--- src/rtl/fp_pkg.sv ---
// Shared constants, helpers and stage-record pieces for the pipelined FP add/sub unit.
// Helpers take the format widths as arguments so one package serves half, single and double.
package fp_pkg;

    localparam int EXP_W_SP  = 8;
    localparam int MAN_W_SP  = 23;
    localparam int TAG_W_DEF = 5;

    localparam int FLAG_W         = 3;
    localparam int FLAG_INVALID   = 2;
    localparam int FLAG_OVERFLOW  = 1;
    localparam int FLAG_UNDERFLOW = 0;

    typedef logic [63:0] fp_word_t;

    typedef enum logic [1:0] {
        SPC_NONE = 2'd0,
        SPC_NAN  = 2'd1,
        SPC_INF  = 2'd2
    } spc_e;

    typedef struct packed {
        spc_e kind;
        logic sign;
    } spc_t;

    function automatic int f_width(input int exp_w, input int man_w);
        return 1 + exp_w + man_w;
    endfunction

    function automatic int f_bias(input int exp_w);
        return (1 << (exp_w - 1)) - 1;
    endfunction

    function automatic fp_word_t f_exp_ones(input int exp_w);
        return (64'd1 << exp_w) - 64'd1;
    endfunction

    function automatic fp_word_t f_qnan(input int exp_w, input int man_w);
        return (f_exp_ones(exp_w) << man_w) | (64'd1 << (man_w - 1));
    endfunction

    function automatic logic f_sign(input fp_word_t x, input int exp_w, input int man_w);
        return x[exp_w + man_w];
    endfunction

    function automatic fp_word_t f_exp(input fp_word_t x, input int exp_w, input int man_w);
        return (x >> man_w) & f_exp_ones(exp_w);
    endfunction

    function automatic fp_word_t f_man(input fp_word_t x, input int man_w);
        return x & ((64'd1 << man_w) - 64'd1);
    endfunction

endpackage

--- src/rtl/fp_addsub_pipe_if.sv ---
// Operand/result handshake bundle of the FP add/sub pipeline.
// master is the issuing/consuming side, slave is the arithmetic unit.
interface fp_addsub_pipe_if
    import fp_pkg::*;
#(
    parameter int EXP_W = 8,
    parameter int MAN_W = 23,
    parameter int TAG_W = 5
);
    localparam int W = 1 + EXP_W + MAN_W;

    logic              in_valid;
    logic              in_ready;
    logic [W-1:0]      in_a;
    logic [W-1:0]      in_b;
    logic              in_sub;
    logic [TAG_W-1:0]  in_tag;
    logic              out_valid;
    logic              out_ready;
    logic [W-1:0]      out_result;
    logic [TAG_W-1:0]  out_tag;
    logic [FLAG_W-1:0] out_flags;

    modport master (
        output in_valid, in_a, in_b, in_sub, in_tag, out_ready,
        input  in_ready, out_valid, out_result, out_tag, out_flags
    );

    modport slave (
        input  in_valid, in_a, in_b, in_sub, in_tag, out_ready,
        output in_ready, out_valid, out_result, out_tag, out_flags
    );
endinterface

--- src/rtl/fp_lzc.sv ---
// Leading-zero counter; an all-zero input reports WIDTH.
module fp_lzc #(
    parameter int WIDTH = 28,
    parameter int CNT_W = $clog2(WIDTH + 1)
) (
    input  logic [WIDTH-1:0] value,
    output logic [CNT_W-1:0] count
);
    // Scan upward so the most significant set bit is the last writer
    always_comb begin
        count = CNT_W'(WIDTH);
        for (int i = 0; i < WIDTH; i++) begin
            count = value[i] ? CNT_W'(WIDTH - 1 - i) : count;
        end
    end
endmodule

--- src/rtl/fp_addsub_pipe.sv ---
// Three-stage flush-to-zero FP add/subtract: align, add, normalise/round.
// All stages advance together whenever the output slot is empty or being drained.
module fp_addsub_pipe
    import fp_pkg::*;
#(
    parameter int EXP_W = EXP_W_SP,
    parameter int MAN_W = MAN_W_SP,
    parameter int TAG_W = TAG_W_DEF
) (
    input logic             clk,
    input logic             rst,
    fp_addsub_pipe_if.slave bus
);
    localparam int W     = f_width(EXP_W, MAN_W);
    localparam int SIG_W = MAN_W + 4;   // hidden, mantissa, guard, round, sticky
    localparam int SUM_W = MAN_W + 5;
    localparam int CNT_W = $clog2(SUM_W + 1);
    localparam int XE_W  = EXP_W + 2;   // signed exponent with headroom both ways
    localparam logic [EXP_W-1:0]       EXP_ONES = EXP_W'(f_exp_ones(EXP_W));
    localparam logic [W-1:0]           QNAN     = W'(f_qnan(EXP_W, MAN_W));
    localparam logic signed [XE_W-1:0] X_ONE    = XE_W'(1);

    typedef struct packed {
        logic             valid;
        spc_t             spc;
        logic             sign;
        logic [EXP_W-1:0] exp;
        logic [MAN_W:0]   sig_big;
        logic [SIG_W-1:0] sig_small;
        logic             eff_sub;
        logic [TAG_W-1:0] tag;
    } s1_t;

    typedef struct packed {
        logic             valid;
        spc_t             spc;
        logic             sign;
        logic [EXP_W-1:0] exp;
        logic [SUM_W-1:0] sum;
        logic [TAG_W-1:0] tag;
    } s2_t;

    logic adv_s;
    logic a_sign_s, b_sign_s, a_nan_s, b_nan_s, a_inf_s, b_inf_s, swap_s;
    logic [EXP_W-1:0] a_exp_s, b_exp_s, diff_s;
    logic [MAN_W-1:0] a_man_s, b_man_s;
    logic [EXP_W+MAN_W-1:0] a_key_s, b_key_s;
    logic [SIG_W-1:0] small_ext_s, small_sh_s, lost_s, norm_s;
    logic [SUM_W-1:0] sum_s;
    logic [CNT_W-1:0] lz_s;
    logic [MAN_W+1:0] mant_r_s;
    logic [MAN_W-1:0] man_out_s;
    logic signed [XE_W-1:0] exp_in_s, lz_x_s, exp_n_s, exp_r_s;
    logic round_up_s;
    logic [W-1:0] res_s;
    logic [FLAG_W-1:0] flags_s;
    s1_t s1_next_s, s1_r;
    s2_t s2_next_s, s2_r;
    logic out_valid_r;
    logic [W-1:0] out_result_r;
    logic [TAG_W-1:0] out_tag_r;
    logic [FLAG_W-1:0] out_flags_r;

    assign adv_s = !out_valid_r || bus.out_ready;

    assign a_sign_s = f_sign(64'(bus.in_a), EXP_W, MAN_W);
    assign b_sign_s = f_sign(64'(bus.in_b), EXP_W, MAN_W) ^ bus.in_sub;
    assign a_exp_s  = EXP_W'(f_exp(64'(bus.in_a), EXP_W, MAN_W));
    assign b_exp_s  = EXP_W'(f_exp(64'(bus.in_b), EXP_W, MAN_W));
    assign a_man_s  = MAN_W'(f_man(64'(bus.in_a), MAN_W));
    assign b_man_s  = MAN_W'(f_man(64'(bus.in_b), MAN_W));
    assign a_nan_s  = (a_exp_s == EXP_ONES) && (a_man_s != '0);
    assign b_nan_s  = (b_exp_s == EXP_ONES) && (b_man_s != '0);
    assign a_inf_s  = (a_exp_s == EXP_ONES) && (a_man_s == '0);
    assign b_inf_s  = (b_exp_s == EXP_ONES) && (b_man_s == '0);
    // Denormals compare as zero so the flushed operand is always the smaller one
    assign a_key_s  = (a_exp_s == '0) ? '0 : {a_exp_s, a_man_s};
    assign b_key_s  = (b_exp_s == '0) ? '0 : {b_exp_s, b_man_s};
    assign swap_s   = b_key_s > a_key_s;

    // Stage 1: classify specials, order by magnitude, align the smaller significand
    always_comb begin
        s1_next_s         = '0;
        s1_next_s.valid   = bus.in_valid;
        s1_next_s.tag     = bus.in_tag;
        s1_next_s.eff_sub = a_sign_s ^ b_sign_s;
        lost_s            = '0;
        if (swap_s) begin
            s1_next_s.sign    = b_sign_s;
            s1_next_s.exp     = b_exp_s;
            s1_next_s.sig_big = {1'b1, b_man_s};
            small_ext_s       = (a_exp_s == '0) ? '0 : {1'b1, a_man_s, 3'b000};
            diff_s            = b_exp_s - a_exp_s;
        end else begin
            s1_next_s.sign    = a_sign_s;
            s1_next_s.exp     = a_exp_s;
            s1_next_s.sig_big = (a_exp_s == '0) ? '0 : {1'b1, a_man_s};
            small_ext_s       = (b_exp_s == '0) ? '0 : {1'b1, b_man_s, 3'b000};
            diff_s            = a_exp_s - b_exp_s;
        end
        if (int'(diff_s) >= MAN_W + 3) begin
            small_sh_s = {{(SIG_W-1){1'b0}}, |small_ext_s};
        end else begin
            lost_s        = small_ext_s & ~({SIG_W{1'b1}} << diff_s);
            small_sh_s    = small_ext_s >> diff_s;
            small_sh_s[0] = small_sh_s[0] | (|lost_s);
        end
        s1_next_s.sig_small = small_sh_s;
        if (a_nan_s || b_nan_s || (a_inf_s && b_inf_s && (a_sign_s != b_sign_s))) begin
            s1_next_s.spc.kind = SPC_NAN;
            s1_next_s.spc.sign = 1'b0;
        end else if (a_inf_s) begin
            s1_next_s.spc.kind = SPC_INF;
            s1_next_s.spc.sign = a_sign_s;
        end else if (b_inf_s) begin
            s1_next_s.spc.kind = SPC_INF;
            s1_next_s.spc.sign = b_sign_s;
        end else begin
            s1_next_s.spc.kind = SPC_NONE;
            s1_next_s.spc.sign = 1'b0;
        end
    end

    // Stage 2: magnitude add or subtract; |big| >= |small| so the result is non-negative
    always_comb begin
        if (s1_r.eff_sub) begin
            sum_s = {1'b0, s1_r.sig_big, 3'b000} - {1'b0, s1_r.sig_small};
        end else begin
            sum_s = {1'b0, s1_r.sig_big, 3'b000} + {1'b0, s1_r.sig_small};
        end
        s2_next_s       = '0;
        s2_next_s.valid = s1_r.valid;
        s2_next_s.spc   = s1_r.spc;
        s2_next_s.exp   = s1_r.exp;
        s2_next_s.tag   = s1_r.tag;
        s2_next_s.sum   = sum_s;
        s2_next_s.sign  = (s1_r.eff_sub && (sum_s == '0)) ? 1'b0 : s1_r.sign;
    end

    fp_lzc #(.WIDTH(SUM_W), .CNT_W(CNT_W)) u_lzc (
        .value (s2_r.sum),
        .count (lz_s)
    );

    assign exp_in_s = $signed({2'b00, s2_r.exp});
    assign lz_x_s   = $signed(XE_W'(lz_s));

    // Stage 3: normalise, round to nearest even, then apply special-case overrides
    always_comb begin
        if (s2_r.sum[SUM_W-1]) begin
            norm_s  = {s2_r.sum[SUM_W-1:2], s2_r.sum[1] | s2_r.sum[0]};
            exp_n_s = exp_in_s + X_ONE;
        end else begin
            norm_s  = SIG_W'(s2_r.sum << (lz_s - CNT_W'(1)));
            exp_n_s = exp_in_s - lz_x_s + X_ONE;
        end
        round_up_s = norm_s[2] & (norm_s[1] | norm_s[0] | norm_s[3]);
        mant_r_s   = {1'b0, norm_s[SIG_W-1:3]} + (MAN_W+2)'(round_up_s);
        if (mant_r_s[MAN_W+1]) begin
            exp_r_s   = exp_n_s + X_ONE;
            man_out_s = mant_r_s[MAN_W:1];
        end else begin
            exp_r_s   = exp_n_s;
            man_out_s = mant_r_s[MAN_W-1:0];
        end
        flags_s = '0;
        res_s   = {s2_r.sign, exp_r_s[EXP_W-1:0], man_out_s};
        case (s2_r.spc.kind)
            SPC_NAN: begin
                res_s                 = QNAN;
                flags_s[FLAG_INVALID] = 1'b1;
            end
            SPC_INF: begin
                res_s = {s2_r.spc.sign, EXP_ONES, {MAN_W{1'b0}}};
            end
            default: begin
                if (s2_r.sum == '0) begin
                    res_s = {s2_r.sign, {(W-1){1'b0}}};
                end else if (exp_n_s <= $signed(XE_W'(0))) begin
                    res_s                   = {s2_r.sign, {(W-1){1'b0}}};
                    flags_s[FLAG_UNDERFLOW] = 1'b1;
                end else if (exp_r_s >= $signed({2'b00, EXP_ONES})) begin
                    res_s                  = {s2_r.sign, EXP_ONES, {MAN_W{1'b0}}};
                    flags_s[FLAG_OVERFLOW] = 1'b1;
                end else begin
                    res_s = {s2_r.sign, exp_r_s[EXP_W-1:0], man_out_s};
                end
            end
        endcase
    end

    // Stage registers and output slot; nothing moves while a result waits unaccepted
    always_ff @(posedge clk) begin
        if (rst) begin
            s1_r         <= '0;
            s2_r         <= '0;
            out_valid_r  <= 1'b0;
            out_result_r <= '0;
            out_tag_r    <= '0;
            out_flags_r  <= '0;
        end else if (adv_s) begin
            s1_r         <= s1_next_s;
            s2_r         <= s2_next_s;
            out_valid_r  <= s2_r.valid;
            out_result_r <= res_s;
            out_tag_r    <= s2_r.tag;
            out_flags_r  <= flags_s;
        end
    end

    assign bus.in_ready   = adv_s;
    assign bus.out_valid  = out_valid_r;
    assign bus.out_result = out_result_r;
    assign bus.out_tag    = out_tag_r;
    assign bus.out_flags  = out_flags_r;
endmodule
--- src/flat_wrapper.sv ---
// flat-port wrapper written by rule: the top's interface ports become plain ports
module fp_addsub_pipe_flat import fp_pkg::*;
#(
    parameter int EXP_W = EXP_W_SP,
    parameter int MAN_W = MAN_W_SP,
    parameter int TAG_W = TAG_W_DEF
)
  (clk, rst, bus_in_valid, bus_in_a, bus_in_b, bus_in_sub, bus_in_tag, bus_out_ready, bus_in_ready, bus_out_valid, bus_out_result, bus_out_tag, bus_out_flags);
  fp_addsub_pipe_if #(.EXP_W(EXP_W), .MAN_W(MAN_W), .TAG_W(TAG_W)) bus_i ();
  input logic clk;
  input logic rst;
  input wire logic [$bits(bus_i.in_valid)-1:0] bus_in_valid;
  input wire logic [$bits(bus_i.in_a)-1:0] bus_in_a;
  input wire logic [$bits(bus_i.in_b)-1:0] bus_in_b;
  input wire logic [$bits(bus_i.in_sub)-1:0] bus_in_sub;
  input wire logic [$bits(bus_i.in_tag)-1:0] bus_in_tag;
  input wire logic [$bits(bus_i.out_ready)-1:0] bus_out_ready;
  output wire logic [$bits(bus_i.in_ready)-1:0] bus_in_ready;
  output wire logic [$bits(bus_i.out_valid)-1:0] bus_out_valid;
  output wire logic [$bits(bus_i.out_result)-1:0] bus_out_result;
  output wire logic [$bits(bus_i.out_tag)-1:0] bus_out_tag;
  output wire logic [$bits(bus_i.out_flags)-1:0] bus_out_flags;
  assign bus_i.in_valid = bus_in_valid;
  assign bus_i.in_a = bus_in_a;
  assign bus_i.in_b = bus_in_b;
  assign bus_i.in_sub = bus_in_sub;
  assign bus_i.in_tag = bus_in_tag;
  assign bus_i.out_ready = bus_out_ready;
  assign bus_in_ready = bus_i.in_ready;
  assign bus_out_valid = bus_i.out_valid;
  assign bus_out_result = bus_i.out_result;
  assign bus_out_tag = bus_i.out_tag;
  assign bus_out_flags = bus_i.out_flags;
  fp_addsub_pipe #(.EXP_W(EXP_W), .MAN_W(MAN_W), .TAG_W(TAG_W)) u_core (.clk(clk), .rst(rst), .bus(bus_i));
endmodule
--- config.mk ---
export PLATFORM = sky130hd
export DESIGN_NAME = fp_addsub_pipe_flat
export DESIGN_NICKNAME = d
export VERILOG_FILES = /design/src/rtl/fp_pkg.sv /design/src/rtl/fp_addsub_pipe_if.sv /design/src/rtl/fp_lzc.sv /design/src/rtl/fp_addsub_pipe.sv /design/src/flat_wrapper.sv
export SDC_FILE = /design/constraint.sdc
export NUM_CORES = 1
export LEC_CHECK = 0
export ABC_AREA = 1
export ABC_CLOCK_PERIOD_IN_PS = 10600
export BUFFER_PORTS_ARGS = -buffer_cell sky130_fd_sc_hd__buf_2
export CAP_MARGIN = 10
export CORE_ASPECT_RATIO = 1.5
export CORE_MARGIN = 2
export CORE_UTILIZATION = 60
export CTS_CLUSTER_SIZE = 25
export DETAILED_ROUTE_END_ITERATION = 12
export PLACE_DENSITY = 0.9
export SLEW_MARGIN = 5
export SYNTH_ARGS = -nofsm -noshare
export SYNTH_HDL_FRONTEND = slang
export SYNTH_HIERARCHICAL = 1
export SYNTH_SLANG_ARGS = --single-unit
export TNS_END_PERCENT = 100
--- constraint.sdc ---
create_clock -name clk -period 10.6 [get_ports clk]
set_input_delay 0 -clock clk [delete_from_list [all_inputs] [get_ports clk]]
set_output_delay 0 -clock clk [all_outputs]
set_load 0.005 [all_outputs]
# Word-level counts from Yosys, hierarchy flattened
# Index checks and enable logic that the tools add are counted.
# totals
latchBits	0
ff_bits	157
memories	0
rom_bits	0
in_bits	74
out_inout_bits	42
ramBits	0
# classes
n_lt_le_gt_ge	4
eq_ne	5
bitwise	9
addsub	10
mul	0
reduce_logical	22
muxes	56
div	0
shift	3
# op_table
cell	n
31-bit two-way mux	5
27-bit two-way mux	5
5-bit two-way mux	27
32-bit one-hot mux with 2 select lines	1
28-bit logical NOT	2
27-bit OR reduction	2
23-bit logical NOT	2
23-bit nonzero test	2
33-bit two-way mux	1
31-bit greater-than comparator	1
27-bit by 27-bit adder with 28-bit output	1
28-bit two-way mux	1
28-bit by 5-bit left shift with 27-bit output	1
27-bit by 27-bit subtractor with 28-bit output	1
27-bit bitwise AND	1
27-bit inverter	1
27-bit by 8-bit left shift with 27-bit output (first input constant)	1
27-bit by 8-bit >> shifter with 27-bit output	1
24-bit by 1-bit adder with 25-bit output	1
24-bit two-way mux	1
23-bit two-way mux	1
10-bit by 2-bit adder with 10-bit output (second input constant)	2
10-bit two-way mux	2
8-bit == test (second input constant)	2
other kinds (22)	44

# Longest topological paths before layout
# Gate-level depths: netlist (run 1).
# depth
depth_word	41
ltp_mapped	59
ltp_nobuf	54

# Hierarchy
# Netlist (run 1), hierarchy kept.
# by_module_without_submodules
module	cells_each	instances	area_each_um2
fp_addsub_pipe	2863	1	16514.6
fp_lzc	84	1	399.1

# Least setup slack after synthesis (run 1)
# OpenSTA, ideal clock, no wires.
# synth_path
kind	register to register
from	reg u_core/s2_r[11] (netlist bit)
to	reg u_core.out_result_r[3], in the netlist u_core/bus.out_result[3]
path_stages_with_launch	53
arrival_time_ps	4868
path_slack_ps	5600
n_path_buf	7
cell_sequence	dfxtp_1 -> bufinv_8 -> nand2_1 -> nand2_1 -> nand2_1 -> nand2_1 -> nand2_1 -> nand2_1 -> nand2_1 -> nand2_1 -> nand2_1 -> nand2_1 -> nand2_1 -> nand2_1 -> nand2_1 -> nand2_1 -> nand2_1 -> nand2_1 -> [... 17 more ...] -> nand2_1 -> inv_1 -> ha_1 -> inv_1 -> nor2_2 -> inv_2 -> nor2_4 -> nand3_2 -> buf_6 -> nand2_1 -> nand2_1 -> nor2_1 -> nand2_1 -> o21ai_2 -> nand2_2 -> buf_2 -> nand3b_1 -> a21oi_1
# synth_via
elab_chain_len	35
# synth_lines
element	line	text
start: declaration	fp_addsub_pipe.sv:58	s2_t s2_next_s, s2_r;
start signal: assignment	fp_addsub_pipe.sv:203	s2_r <= s2_next_s;
5-bit two-way mux (*) (22 in a row)	fp_lzc.sv:13	count = value[i] ? CNT_W'(WIDTH - 1 - i) : count;
via u_core.lz_s[0]	fp_addsub_pipe.sv:50	logic [CNT_W-1:0] lz_s;
5-bit by 1-bit subtractor with 5-bit output	fp_addsub_pipe.sv:154	norm_s = SIG_W'(s2_r.sum << (lz_s - CNT_W'(1)));
28-bit by 5-bit left shift with 27-bit output	fp_addsub_pipe.sv:154	
27-bit two-way mux	fp_addsub_pipe.sv:150	if (s2_r.sum[SUM_W-1]) begin
1-bit bitwise OR (2 in a row)	fp_addsub_pipe.sv:157	round_up_s = norm_s[2] & (norm_s[1] | norm_s[0] | norm_s[3]);
1-bit bitwise AND	fp_addsub_pipe.sv:157	
24-bit by 1-bit adder with 25-bit output	fp_addsub_pipe.sv:158	mant_r_s = {1'b0, norm_s[SIG_W-1:3]} + (MAN_W+2)'(round_up_s);
10-bit two-way mux	fp_addsub_pipe.sv:159	if (mant_r_s[MAN_W+1]) begin
10-bit by 9-bit greater-or-equal comparator with 1-bit output	fp_addsub_pipe.sv:182	end else if (exp_r_s >= $signed({2'b00, EXP_ONES})) begin
31-bit two-way mux	fp_addsub_pipe.sv:182	
31-bit two-way mux (*)	fp_addsub_pipe.sv:179	end else if (exp_n_s <= $signed(XE_W'(0))) begin
31-bit two-way mux (*)	fp_addsub_pipe.sv:177	if (s2_r.sum == '0) begin
32-bit one-hot mux with 2 select lines (*)	fp_addsub_pipe.sv:168	case (s2_r.spc.kind)
end signal: assignment	fp_addsub_pipe.sv:205	out_result_r <= res_s;
end: declaration	fp_addsub_pipe.sv:60	logic [W-1:0] out_result_r;
# Mark *: on every way through the listed nets, which the timed path passes. The rest lies on a longest branch.
# A chain may end at the register's enable or synchronous reset.

# Worst setup path in the final report (run 1)
# layout_path
from	reg u_core/s2_r[7] (netlist bit)
to	reg u_core.out_result_r[8], in the netlist u_core/bus.out_result[8]
# layout_via
elab_chain_len	39
# layout_lines
element	line
5-bit two-way mux (*) (26 in a row)	fp_lzc.sv:13
via u_core.lz_s[0]	fp_addsub_pipe.sv:50
5-bit by 1-bit subtractor with 5-bit output	fp_addsub_pipe.sv:154
28-bit by 5-bit left shift with 27-bit output	fp_addsub_pipe.sv:154
27-bit two-way mux	fp_addsub_pipe.sv:150
1-bit bitwise OR (2 in a row)	fp_addsub_pipe.sv:157
1-bit bitwise AND	fp_addsub_pipe.sv:157
24-bit by 1-bit adder with 25-bit output	fp_addsub_pipe.sv:158
10-bit two-way mux	fp_addsub_pipe.sv:159
10-bit by 9-bit greater-or-equal comparator with 1-bit output	fp_addsub_pipe.sv:182
31-bit two-way mux	fp_addsub_pipe.sv:182
31-bit two-way mux (*)	fp_addsub_pipe.sv:179
31-bit two-way mux (*)	fp_addsub_pipe.sv:177
32-bit one-hot mux with 2 select lines (*)	fp_addsub_pipe.sv:168
# Marked as above.

==> results.txt, run 1 <==
The run finished with clean final reports. Yosys mapped a number of flops with a built-in enable equal to 0. The setup clock skew after layout came out at approximately 0.012 ns. For this design the total switching power over the nets is roughly 2.2 mW.

The biggest fanout along the worst timing path is 31. The number of port buffers came out at roughly 120. The synthesized design devotes to its leading area cell type a little under a fifth of total area. The number of placed instances, taps included came out at roughly 3300. The die is approximately 140 um wide. The first global-routing pass estimated 99.4 mm of wire. Adding up every negative setup slack in the final design gives 0 ns. The number of H-tree levels is 4. The length in cells of the worst reg-to-reg path came out at 48.

The mean post-synth cell area is 5.74 um^2. The initial cell density of the core came out at 60.7%. The filler cells instantiated in the layout total between 2000 and 3000. The worst setup path is captured at a register.

Following the worst setup path forward leads to its endpoint at u_core/bus.out_result[8]. The tightest min-delay check is of the in -> reg type. The final count of negative-setup-slack endpoints is 0. The combinational group share of total power is around two thirds. The flip-flop and latch area came out at approximately 0.0031 mm^2. The register bit total from synthesis is around 160. The aggregate routed wire length is 62.9 mm. The completed layout was analyzed and its total power is 4.09 mW. The routed design could run at a clock period as short as approximately 7.4 ns. The number of global-route vias before repair is approximately 20000.

Pin placement for this block handled about 120 I/O pins. The critical path arrival is 7.74 ns. At the pin with the least slew margin, the transition time is approximately 1 ns. In this run the critical register-to-register path is launched from u_core/s2_r[7]. The number of maximum-capacitance violations is 0. In the routed design, unresolved DRC markers number 0. The relative max-transition margin is between 30% and 40%. The clock network power share came out at roughly 16%. In the synthesized netlist the async set-or-reset flop fraction comes to 0%. In this run the post-CTS setup repair buffer count came out at 0. The unique cell type count in the Yosys netlist came out at 56.

The violation count after the first detailed-route iteration is between 2000 and 2500. Summed over all cells, the static leakage comes to ~9.4 nW. The post-CTS resize count came out at 0. Across every metal layer, demand over resource in global routing totals about 42%. By startpoint and endpoint, the worst setup path is classified as reg -> reg. The non-filler instance count after layout is 3337.

The sequential-to-total area share from yosys stat is a little under a fifth. The pin count of the biggest net entering global routing came out at approximately 110. The power density of the placed cells came out at about 220 mW/mm^2. The number of hold violations in the final report is 0. The nature of the critical path startpoint is a register.

The initial antenna violation count was 2. For this run the aggregate overflow at the end of global routing stands at 0. The tree is rooted in a clkbuf_16. The count of nets left with antenna violations after detail routing came out at 0. The area of the mapped netlist is roughly 0.017 mm^2. The weighted congestion at the end of routability-driven global placement is approximately 1.1. The maximum vdd drop is between 150 and 200 uV. The placeable core region came out at roughly 0.028 mm^2.

Setup repair after global routing left no endpoint under its margin. Cells fill around two thirds of the core in the end. In this run switching power makes up between 50% and 60% of total power. The clock insertion delay at the later pin of the skew report came out at roughly 0.45 ns. Among the stages of the critical path, the cell type that occurs most often is nand2_1. The data required time at the worst endpoint is 10.91 ns.

The net count after synthesis is between 3000 and 4000. The max-slew violation total from the final report is 0. The clock slew at the register clock pins of the worst setup and hold paths is 0.07 ns.

The cell type contributing the most total cell area after synthesis is nand2_1. The synthesis-to-finish area growth came out at 8.09%. The setup slack of the worst register-to-register path came out at ~3.2 ns. In this run the worst setup path begins at u_core/s2_r[7].

The number of sinks driven by the clock tree came out at between 150 and 200. The CTS buffer count is 17. The delay contributed by the slowest stage of the critical path is 1.01 ns. The endpoint of the lowest-slack register-to-register path is u_core/bus.out_result[8].

The standard-cell row count came out at 75. The slowest stage of the critical path belongs to the cell ha_1. Among all flip-flop cells after synthesis, the most frequent one is dfxtp_1. The die outline height came out at around 210 um. The CTS tree is yes. The detail-routed via count per cell came out at between 6 and 7.

By area the synthesized netlist is led by nand2_1 (19%), dfxtp_1 (19%), nand3_1 (8.9%). Cells with a size suffix above 1 make up 7.46% of the layout. The via total after detailed routing is slightly above 20000.

The maximum operating frequency came out at 135 MHz. The sequential fraction of design power came out at 18.5%. The routed length per instance is 18.8 um. The multi-input combinational cell area came out at roughly 0.012 mm^2. The number of detailed-routing iterations run before antenna repair came out at 6. The detailed placer's ending HPWL came out at between 40 and 50 mm.

The ratio of final minimum period to clock period came out at between 70% and 80%. The internal portion of the total power is ~1.9 mW. The gate count of the mapped netlist came out at 2947. The floorplan step defined a die boundary enclosing a little under 0.03 mm^2. During synthesis, Yosys emitted a total of 6 warnings. The maximum number of buffers from clock root to sink is 2.

After the last flow step, the layout net total stands at ~3200.
-- cell usage after synthesis (32+ instances only) --
cell and count:
nor2_1 274, dfxtp_1 157, a21oi_1 189, inv_1 356
ha_1 108, nand4_1 53, nand3_1 302, nand2_1 838
xor2_1 53, o221ai_1 32, o21ai_0 201, clkbuf_1 104
-- sequential cells by signal (all words and copies together), names as in the netlist --
| name | flops |
|---|---|
| u_core/s1_r | 70 |
| u_core/s2_r | 38 |
| u_core/bus.out_result | 32 |
| u_core/exp_in_s | 8 |
| u_core/bus.out_tag | 5 |
| u_core/bus.out_flags | 3 |
| u_core/bus.out_valid | 1 |
-- kinds of logic after synthesis --
kind of cell,share of synthesized area (%)
mux,0.0592
flops,18.6
fa+ha+maj,8.46
compound gates,17.7
buf+inv,12.6
xor+xnor,3.42
simple gates,39.2
-- cell type report --
cell class | count | share of cell area, %
Clock buffer | 18 | 2.35
Inverter | 375 | 7.95
Sequential cell | 157 | 17.2
Timing Repair Buffer | 162 | 5.42
Multi-Input combinational cell | 2264 | 63.8
Clock inverter | 14 | 0.938
Tap cell | 346 | 2.37
Antenna cell | 1 | 0.0137
-- metal layers --
metal / track usage [%] / vias to the layer above / part of all wire [%]
met2: 74.2 / 1044 / 48
met5: 0 / - / 0.021
met1: 40.1 / 9164 / 34
met3: 9.88 / 417 / 7.6
li1: - / 9718 / -
met4: 39.7 / 2 / 11
-- worst max-delay path, delay by kind of cell (launching register included) --
family	cells	cell delay, ns
DFF	1	0.43
and+or+nand+nor	39	4.14
buffers and inverters	4	1.08
AOI/OAI and AO/OA	4	0.59
adders and majority gates	1	1.01
-- placed cells by master, fill, tap and decap left out, drive strengths merged, types with 14 or more instances in the layout --
cell / count
nand3b: 18
dlygate4sd3: 25
nor4: 18
dfxtp: 157
buf: 137
nand3: 305
o211ai: 30
xor2: 53
o221ai: 32
o21bai: 14
inv: 378
nand2: 842
ha: 108
nor2: 285
o21ai: 209
clkbuf: 18
nor3: 22
a21oi: 192
nand4: 54
-- what timing repair did --
action,in CTS,in global routing
hold endpoints to repair,27,0
setup endpoints to repair,0,0
hold buffers,25,0
-- per-stage QoR --
stage / worst slack, ns / instance area (um^2) / hold WS, ns
finish: 3.17 / 18300 / 0.0413
global route: 2.36 / 18300 / 0.0526
CTS: 3.47 / 18300 / 0.00146
detailed placement: 3.48 / 17400 / 0.265
global placement: 3.66 / 17400 / 0.251
floorplan: 5.60 / 16900 / 0.167
-- worst min-delay path by stage --
stage | startpoint | endpoint | slack, ns | cells after the start
CTS | bus_in_b[18] | u_core/s1_r[51] | 0.001 | 5
floorplan | bus_in_tag[0] | u_core/s1_r[0] | 0.17 | 2
global placement | bus_in_valid | u_core/s1_r[69] | 0.25 | 3
finish | bus_in_b[18] | u_core/s1_r[51] | 0.04 | 5
global route | bus_in_b[14] | u_core/s1_r[47] | 0.05 | 5
detailed placement | bus_in_tag[2] | u_core/s1_r[2] | 0.27 | 3
-- power groups by stage --
stage / Sequential [mW] / Combinational [mW] / Clock, mW
CTS: 0.754 / 2.58 / 0.645
finish: 0.757 / 2.70 / 0.638
global placement: 0.760 / 2.54 / 0
floorplan: 0.745 / 1.94 / 0
detailed placement: 0.766 / 2.56 / 0
global route: 0.764 / 2.98 / 0.667
(Power assumes the default switching activity.)
==> run 2: changes to the inputs <==
--- a/config.mk
+++ b/config.mk
@@ -5,13 +5,13 @@
 export SDC_FILE = /design/constraint.sdc
 export NUM_CORES = 1
 export LEC_CHECK = 0
-export ABC_AREA = 1
-export ABC_CLOCK_PERIOD_IN_PS = 10600
+export ABC_AREA = 0
+export ABC_CLOCK_PERIOD_IN_PS = 6550
 export BUFFER_PORTS_ARGS = -buffer_cell sky130_fd_sc_hd__buf_2
 export CAP_MARGIN = 10
 export CORE_ASPECT_RATIO = 1.5
 export CORE_MARGIN = 2
-export CORE_UTILIZATION = 60
+export CORE_UTILIZATION = 57
 export CTS_CLUSTER_SIZE = 25
 export DETAILED_ROUTE_END_ITERATION = 12
 export PLACE_DENSITY = 0.9
==> constraint.sdc (replaced) <==
create_clock -name clk -period 6.55 [get_ports clk]
set_input_delay 0 -clock clk [delete_from_list [all_inputs] [get_ports clk]]
set_output_delay 0 -clock clk [all_outputs]
set_load 0.005 [all_outputs]
==> results.txt, run 2 <==
Relative to the synthesized area, the layout overhead comes to 12.0%. The maximum number of buffers from clock root to sink is 2 (unchanged). The top cell types in the final layout, fill and taps aside, are nand2_1 (240), nor2_1 (209), a21oi_1 (170), dfxtp_1 (156), inv_1 (137).

The overall routing resource usage came out at 38.5% (-3.9 points). The number of filler cells placed in the layout came to 2485 (-7.8%). The violation count after the first detailed-route iteration is 1472 (-32%).

The routed length per instance is 22.1 um (+17%). Setup repair after global routing left no endpoint under its margin. The standard-cell row count is 75 (unchanged). The internal power came out at 2.95 mW (+60%).

The number of flip-flops in the largest register is 70 (unchanged). The aggregate routed wire length was 57.8 mm (-8.1%). Among the stages of the critical path, the cell type that occurs most often is a21oi_4. The biggest fanout along the worst timing path is 29 (-6.5%). The global-route track usage on met3 came out at 5.68% (-4.2 points). The combinational group share of total power is 62.3% (-3.6 points). The leakage power is 7.54 nW (-20%). The overflow left after global routing came to 0 (unchanged). The critical path goes through a2111oi_0 -> o41ai_1 -> o211ai_1 -> a21oi_4 -> buf_4 -> or4_1 -> nand2_4 -> mux4_2 -> o21ai_1 -> o21ai_0 -> nor4_2 -> and3_1 -> nand4_1 -> xor2_1 -> a21oi_4 -> nor3_4 -> a32o_1. The most common cell after layout, fill and taps aside is nand2_1. The nature of the critical path startpoint is a register.

The ratio of final minimum period to clock period was 96.1% (+26 points). Yosys attributes the largest share of cell area to dfxtp_1 (20%), ha_1 (8.4%), nand2_1 (5.6%). The placeable core region is 0.0278 mm^2 (-0.34%). The CTS buffer count is 17 (unchanged). The actual transition at the worst max-transition pin came out at 0.949 ns (-0.0775 ns).

The register with the most flip-flops in the final layout is u_core/s1_r. The via total after detailed routing is 17400 (-14%). The share of synthesized flip-flops with an asynchronous set or reset is 0% (unchanged). In this run the most used layer during global routing was met2.

The final setup slack of the worst path came to 0.257 ns (-2.91 ns). The length in cells of the worst reg-to-reg path is 17 (-65%). In the synthesized netlist, the cells that appear most often are nand2_1 (241), nor2_1 (211), a21oi_1 (172). On the critical path the largest part of the delay comes from simple AND/OR/NAND/NOR gates. The gate count of the mapped netlist came out at 2161 (-27%).

The initial antenna violation count came out at 0 (-2). The data required time at the worst endpoint is 6.94 ns (-3.97 ns). The met2 routing resource usage after global routing came out at 70.1% (-4.1 points).

The clock insertion delay at the later pin of the skew report is 0.45 ns (about the same). The weighted congestion at the end of routability-driven global placement is 1.01 (-4.3%). The register bit total from synthesis was 157 (unchanged). The maximum vdd drop was 267 uV (+65%).

The switching power as a share of total power was 48.5% (-6.3 points). The sequential-to-total area share from yosys stat is 19.6% (+1.0 points). The clock network power share came out at 17.0% (+1.4 points). STA classifies the critical path endpoint as a register. The CTS tree is yes. The initial cell density of the core came out at 57.7% (-3.0 points). The worst-path cell with the longest stage delay is or4_1.

The remaining routing DRC violations is 0 (unchanged). The final instance area is 0.0179 mm^2 (-1.9%). The global-route wire length before repair is 90.2 mm (-9.3%). The number of enable flip-flop cells after synthesis is 0 (unchanged).

The area share of the largest cell type after synthesis came out at 19.6% (+1.0 points). The setup clock skew after layout is 0.00830 ns (-0.00327 ns). The critical path arrival was 6.68 ns (-1.06 ns). The switching power total came to 2.78 mW (+24%). The met1 track utilization from global routing came out at 38.8% (-1.3 points).

The final net count is 2438 (-23%). The flow ran to the end, and the final reports show no timing, DRC or antenna violations. Among all flip-flop cells after synthesis, the most frequent one is dfxtp_1.

The path class of the tightest hold or removal check is in -> reg. The non-filler instance count after layout is 2611 (-22%). The clock slew at the register clock pins of the worst setup and hold paths is 0.06 ns (about the same). The number of H-tree levels came out at 4 (unchanged).

By startpoint and endpoint, the worst setup path is classified as reg -> reg. The sequential fraction of design power is 20.7% (+2.2 points). The fraction of final layout cells sized beyond drive strength 1 came out at 13.7% (+6.3 points). The final count of negative-setup-slack endpoints is 0 (unchanged). The antenna cell count is 0 (-1). The mean post-synth cell area came out at 7.41 um^2 (+29%). The area of the mapped netlist came to 0.0160 mm^2 (-5.3%).

The x dimension of the die came out at 141 um (-0.16%). dfxtp_1 takes more of the synthesized area than any other cell. The delay contributed by the slowest stage of the critical path is 0.63 ns (-0.38 ns). The net count after synthesis is 2347 (-25%).

The detail-routed via count per cell is 6.67 (+9.5%). The maximum operating frequency came out at 159 MHz (+18%). The number of port buffers came out at 115 (unchanged). The number of global-route vias before repair was 17100 (-14%).

The placement-stage worst setup slack came out at 0.428 ns (-3.05 ns). The power density of the placed cells is 320 mW/mm^2 (+43%). The number of placed instances, taps included is 2533 (-23%). The count of cells along the worst hold path is 3 (-2). The number of hold violations in the final report is 0 (unchanged). The aggregate negative setup slack was 0 ns (unchanged). The number of top-level pins was 116 (unchanged). The count of nets left with antenna violations after detail routing is 0 (unchanged). The final critical delay including setup and external delays is 6.29 ns (-1.14 ns). The overall die area came out at 0.0295 mm^2 (-0.32%). The number of synthesis warnings is 6 (unchanged). The max-slew violation total from the final report is 0 (unchanged). The number of detailed-routing iterations run before antenna repair came to 6 (unchanged). The detailed placer's ending HPWL is 43.6 mm (-7.0%). The number of sinks driven by the clock tree came out at 157 (unchanged). The pin count of the biggest net entering global routing was 76 (-28%).

The number of cells on the critical path is 17 (-65%). Clock tree synthesis selected as its root buffer the cell clkbuf_16. The count of buffering cells on the critical path with inverters included is 1 (-3). Yosys instantiated no cell more often than nand2_1. The number of maximum-capacitance violations came out at 0 (unchanged).

The die outline height is 209 um (-0.16%). The post-detailed-placement cell area came to 0.0169 mm^2 (-3.2%). The relative max-transition margin came out at 35.1% (+3.5 points).

The unique cell type count in the Yosys netlist was 102 (+82%).
-- run 2: cell types whose count changed in the layout (fill, tap and decap cells not counted), moves of 30 or more --
cell and change:
a211oi_1 +56, inv_1 -217, mux2_2 +32, mux2i_1 +54, mux4_2 +33, nand2_1 -597
nand3_1 -240, nor2_1 -63, nor3_1 +67, o21ai_0 -95, xnor2_1 +30
-- run 2: metal layers --
metal / vias up / wire length (um)
met1: 8157 / 20000
li1: 8111 / -
met4: 0 / 5070
met3: 294 / 3370
met5: - / 0
met2: 865 / 29300
-- run 2: area by class of cell --
type / instances / area [um^2] / area share (%)
clock buffer: 18 / 439 / 2.45
timing repair buffer: 206 / 1400 / 7.80
multi-input combinational: 1730 / 11800 / 66.0
clock inverter: 14 / 146 / 0.816
tap: 346 / 433 / 2.41
inverter: 140 / 528 / 2.94
sequential: 157 / 3140 / 17.5
-- run 2: final timing paths --
| kind | end | startpoint | slack, ns |
|---|---|---|---|
| max | u_core/bus.out_result[9] | u_core/s2_r[15] | 0.26 |
| min | u_core/s1_r[34] | bus_in_b[1] | 0.05 |
| max reg2reg | u_core/bus.out_result[9] | u_core/s2_r[15] | 0.26 |
| min reg2reg | u_core/bus.out_result[18] | u_core/bus.out_result[18] | 0.44 |
-- run 2: power groups by stage --
stage	clock (mW)	combinational (mW)	sequential, mW
after floorplan	0	2.44	1.17
after global placement	0	3.34	1.19
after detailed placement	0	3.36	1.20
after CTS	0.984	3.40	1.18
after global routing	1.03	3.80	1.20
final	0.976	3.57	1.19
-- run 2: worst reg2reg max path, delay by kind of cell, from the launching register on --
family | cells | cell delay, ns
buffers and inverters | 1 | 0.30
flip-flops | 1 | 0.47
AND/OR/NAND/NOR | 6 | 2.42
AO/OA/AOI/OAI | 8 | 2.21
multiplexers | 1 | 0.52
XOR/XNOR | 1 | 0.30
-- run 2: logic make-up after synthesis --
logic type	Yosys count	synth area share (%)
AO/OA/AOI/OAI	610	25.6
XOR/XNOR	70	3.96
multiplexers	120	10.3
adder cells (fa/ha/maj)	112	8.94
buffers and inverters	274	6.80
flip-flops	157	19.6
AND/OR/NAND/NOR	818	24.8
-- run 2: what timing repair did --
item,in CTS,in global routing
resized for setup,0,3
endpoints found under the hold margin,37,0
hold buffers,45,0
setup endpoints to repair,0,35
buffers inserted,0,0
-- run 2: per-stage QoR --
stage / util, % / power (mW) / hold WS, ns
after floorplan: - / 3.61 / 0.140
after global placement: 60.7 / 4.53 / 0.248
after detailed placement: 60.7 / 4.56 / 0.253
after CTS: 64.4 / 5.57 / 0.0340
after global routing: 64.6 / 6.02 / 0.0709
final: 64.6 / 5.74 / 0.0513
==> run 3: changes to the inputs <==
--- a/config.mk
+++ b/config.mk
@@ -9,12 +9,15 @@
 export ABC_CLOCK_PERIOD_IN_PS = 6550
 export BUFFER_PORTS_ARGS = -buffer_cell sky130_fd_sc_hd__buf_2
 export CAP_MARGIN = 10
+export CELL_PAD_IN_SITES_DETAIL_PLACEMENT = 1
+export CELL_PAD_IN_SITES_GLOBAL_PLACEMENT = 2
 export CORE_ASPECT_RATIO = 1.5
 export CORE_MARGIN = 2
-export CORE_UTILIZATION = 57
+export CORE_UTILIZATION = 33
 export CTS_CLUSTER_SIZE = 25
 export DETAILED_ROUTE_END_ITERATION = 12
-export PLACE_DENSITY = 0.9
+export MAX_ROUTING_LAYER = met4
+export PLACE_DENSITY = 0.89
 export SLEW_MARGIN = 5
 export SYNTH_ARGS = -nofsm -noshare
 export SYNTH_HDL_FRONTEND = slang
==> constraint.sdc (replaced) <==
create_clock -name clk -period 6.55 [get_ports clk]
set_input_delay 0 -clock clk [delete_from_list [all_inputs] [get_ports clk]]
set_output_delay 0 -clock clk [all_outputs]
set_load 0.01 [all_outputs]
==> results.txt, run 3 (synthesis gave the netlist of run 2 again) <==
The maximum number of buffers from clock root to sink is 2 (unchanged). The routed length per instance is 22.3 um (+0.86%). The largest register by flop count is u_core/s1_r. The remaining routing DRC violations came out at 0 (unchanged). The number of buffers inserted to repair setup after CTS is 0 (unchanged). The worst setup path is captured at a register.

The initial antenna violation count is 0 (unchanged). The final net count came out at 2445 (+0.29%). The flow ran to the end, and the final reports show no timing, DRC or antenna violations. The count of buffering cells on the critical path with inverters included came out at 6 (+5).

The overall routing resource usage came out at 26.2% (-12 points). The number of top-level pins was 116 (unchanged). The power density of the placed cells is 317 mW/mm^2 (-0.93%). The weighted congestion at the end of routability-driven global placement was 1.03 (+1.8%).

Traced cell by cell, the critical path runs through dlygate4sd3_1 -> buf_2 -> nor4_1 -> nand2_1 -> buf_4 -> nand2_1 -> inv_1 -> ha_1 -> o21ai_0 -> o21a_1 -> o31ai_2 -> o211ai_1 -> nand2_2 -> buf_12 -> mux2_2 -> xnor2_1 -> buf_4 -> nand2_1 -> a2111oi_0 -> nand4_1 -> nor3b_1 -> o211ai_1. The post-layout utilization of the core is 38.3% (-26 points). The worst min-delay path category is in -> reg. The total power consumption of the routed design came out at 5.81 mW (+1.2%). The number of sinks driven by the clock tree came out at 157 (unchanged). The initial cell density of the core is 33.5% (-24 points). The clock slew at the register clock pins of the worst setup and hold paths is 0.08 ns (+0.02 ns). The overflow left after global routing was 0 (unchanged). The pin count of the biggest net entering global routing is 84 (+11%). The worst setup path is launched from an input pin. The number of H-tree levels came to 4 (unchanged). The actual transition at the worst max-transition pin came out at 1.11 ns (+0.161 ns). The x dimension of the die is 184 um (+31%). The CTS buffer count came out at 17 (unchanged). Setup repair after global routing left no endpoint under its margin. The kind of cell with the highest combined delay along the critical path is simple AND/OR/NAND/NOR gates. The data required time at the worst endpoint was 6.87 ns (-0.07 ns). The tree is rooted in a clkbuf_16.

The via total after detailed routing is 17200 (-1.5%). The overall die area was 0.0503 mm^2 (+71%). The global-route wire length before repair came out at 101 mm (+12%).

The critical path is of the in -> reg type. The biggest fanout along the worst timing path was 73 (+150%). The aggregate negative setup slack is 0 ns (unchanged). The ratio of final minimum period to clock period is 96.6% (+0.53 points). The count of nets left with antenna violations after detail routing came out at 0 (unchanged). The number of maximum-capacitance violations is 0 (unchanged).

The aggregate routed wire length came out at 64.1 mm (+11%). The critical path arrival is 6.65 ns (-0.03 ns). The max-slew violation total from the final report came out at 0 (unchanged). The post-detailed-placement cell area came to 0.0172 mm^2 (+2.2%). The relative max-transition margin came out at 25.3% (-9.8 points). The die outline height is 274 um (+31%).

The cell seen most often among critical-path stages is nand2_1. The final setup slack of the worst path is 0.222 ns (-0.0348 ns). The number of global-route vias before repair is 18000 (+5.3%). The detailed placer's ending HPWL came out at 50.6 mm (+16%).

The number of port buffers came to 115 (unchanged). In the layout the commonest cells are nand2_1 (239), nor2_1 (209), a21oi_1 (169), dfxtp_1 (156), inv_1 (137). The placeable core region came out at 0.0478 mm^2 (+72%). The final count of negative-setup-slack endpoints came out at 0 (unchanged). The placement-stage worst setup slack is 0.192 ns (-0.236 ns). The final critical delay including setup and external delays came out at 6.33 ns (+0.0348 ns). The number of flip-flops in the largest register came out at 70 (unchanged). The setup clock skew after layout is 0.0125 ns (+0.00420 ns).

The standard-cell row count is 98 (+31%). The detail-routed via count per cell is 5.97 (-10%). The clock insertion delay at the later pin of the skew report is 0.45 ns (about the same). The fraction of final layout cells sized beyond drive strength 1 came to 14.1% (+0.35 points).

The delay contributed by the slowest stage of the critical path is 0.66 ns (+0.03 ns). The final instance area is 0.0183 mm^2 (+2.2%). Leaving out fill and tap cells, the most frequent cell in the layout is nand2_1. The synthesis-to-finish area growth came out at 14.4%. The maximum operating frequency came out at 158 MHz (-0.55%). Among all stages on the critical path, the largest delay is contributed by a2111oi_0. The antenna cell count is 0 (unchanged). The leakage power came to 7.58 nW (+0.56%).

The number of hold violations in the final report is 0 (unchanged). The number of detailed-routing iterations run before antenna repair was 7 (+1). The number of filler cells placed in the layout came out at 5984 (+140%). TritonCTS built the clock tree. The maximum vdd drop is 236 uV (-12%). The violation count after the first detailed-route iteration is 851 (-42%).
==> run 3: routing by layer <==
| metal | track usage, % | vias up | wire length [um] |
|---|---|---|---|
| met5 | - | - | 0 |
| met4 | 15.9 | 0 | 4060 |
| met3 | 2.39 | 211 | 1780 |
| met2 | 48.4 | 450 | 34000 |
| met1 | 26.5 | 8369 | 24200 |
| li1 | - | 8128 | - |
==> run 3: path summary, 6_finish.rpt <==
check                                          startpoint                         to  slack [ns]  cells past startpoint
worst min-delay path                          bus_in_b[1]            u_core/s1_r[34]        0.01                      3
worst max register to register             u_core/s2_r[8]  u_core/bus.out_result[22]        0.40                     22
worst min register to register  u_core/bus.out_result[18]  u_core/bus.out_result[18]        0.45                      2
worst max-delay path                         bus_in_b[24]             u_core/s1_r[6]        0.22                     22
==> run 3: layout make-up <==
class                      instances  area (um^2)  area share (%)
multi-input combinational       1730        11800            64.6
sequential                       157         3140            17.2
timing repair buffer             213         1450            7.92
tap                              600          751            4.10
inverter                         140          528            2.88
clock buffer                      17          425            2.32
clock inverter                    15          186            1.02
==> run 3: repair_timing <==
item | in CTS | in global routing
gates resized for setup | 0 | 4
hold endpoints to repair | 37 | 0
setup endpoints to repair | 0 | 33
hold buffers | 45 | 0
==> run 3: tightest hold or removal path: cells and delay by family <==
family	cells	cell delay [ns]
buf+inv	1	0.13
compound gates	2	0.28
==> run 3: where the power goes <==
part	switching (mW)	internal (mW)	leakage, nW
clock network	0.512	0.521	0.290
registers	0.112	1.06	1.29
logic	2.23	1.37	6.00
total	2.85	2.96	7.58
==> run 3: stage by stage <==
| stage | std cells | hold slack (ns) |
|---|---|---|
| final | 2872 | 0.0123 |
| after global routing | 2872 | 0.0768 |
| after CTS | 2872 | 0.0120 |
| after detailed placement | 2795 | 0.255 |
| after global placement | 2795 | 0.248 |
| after floorplan | 2161 | 0.140 |
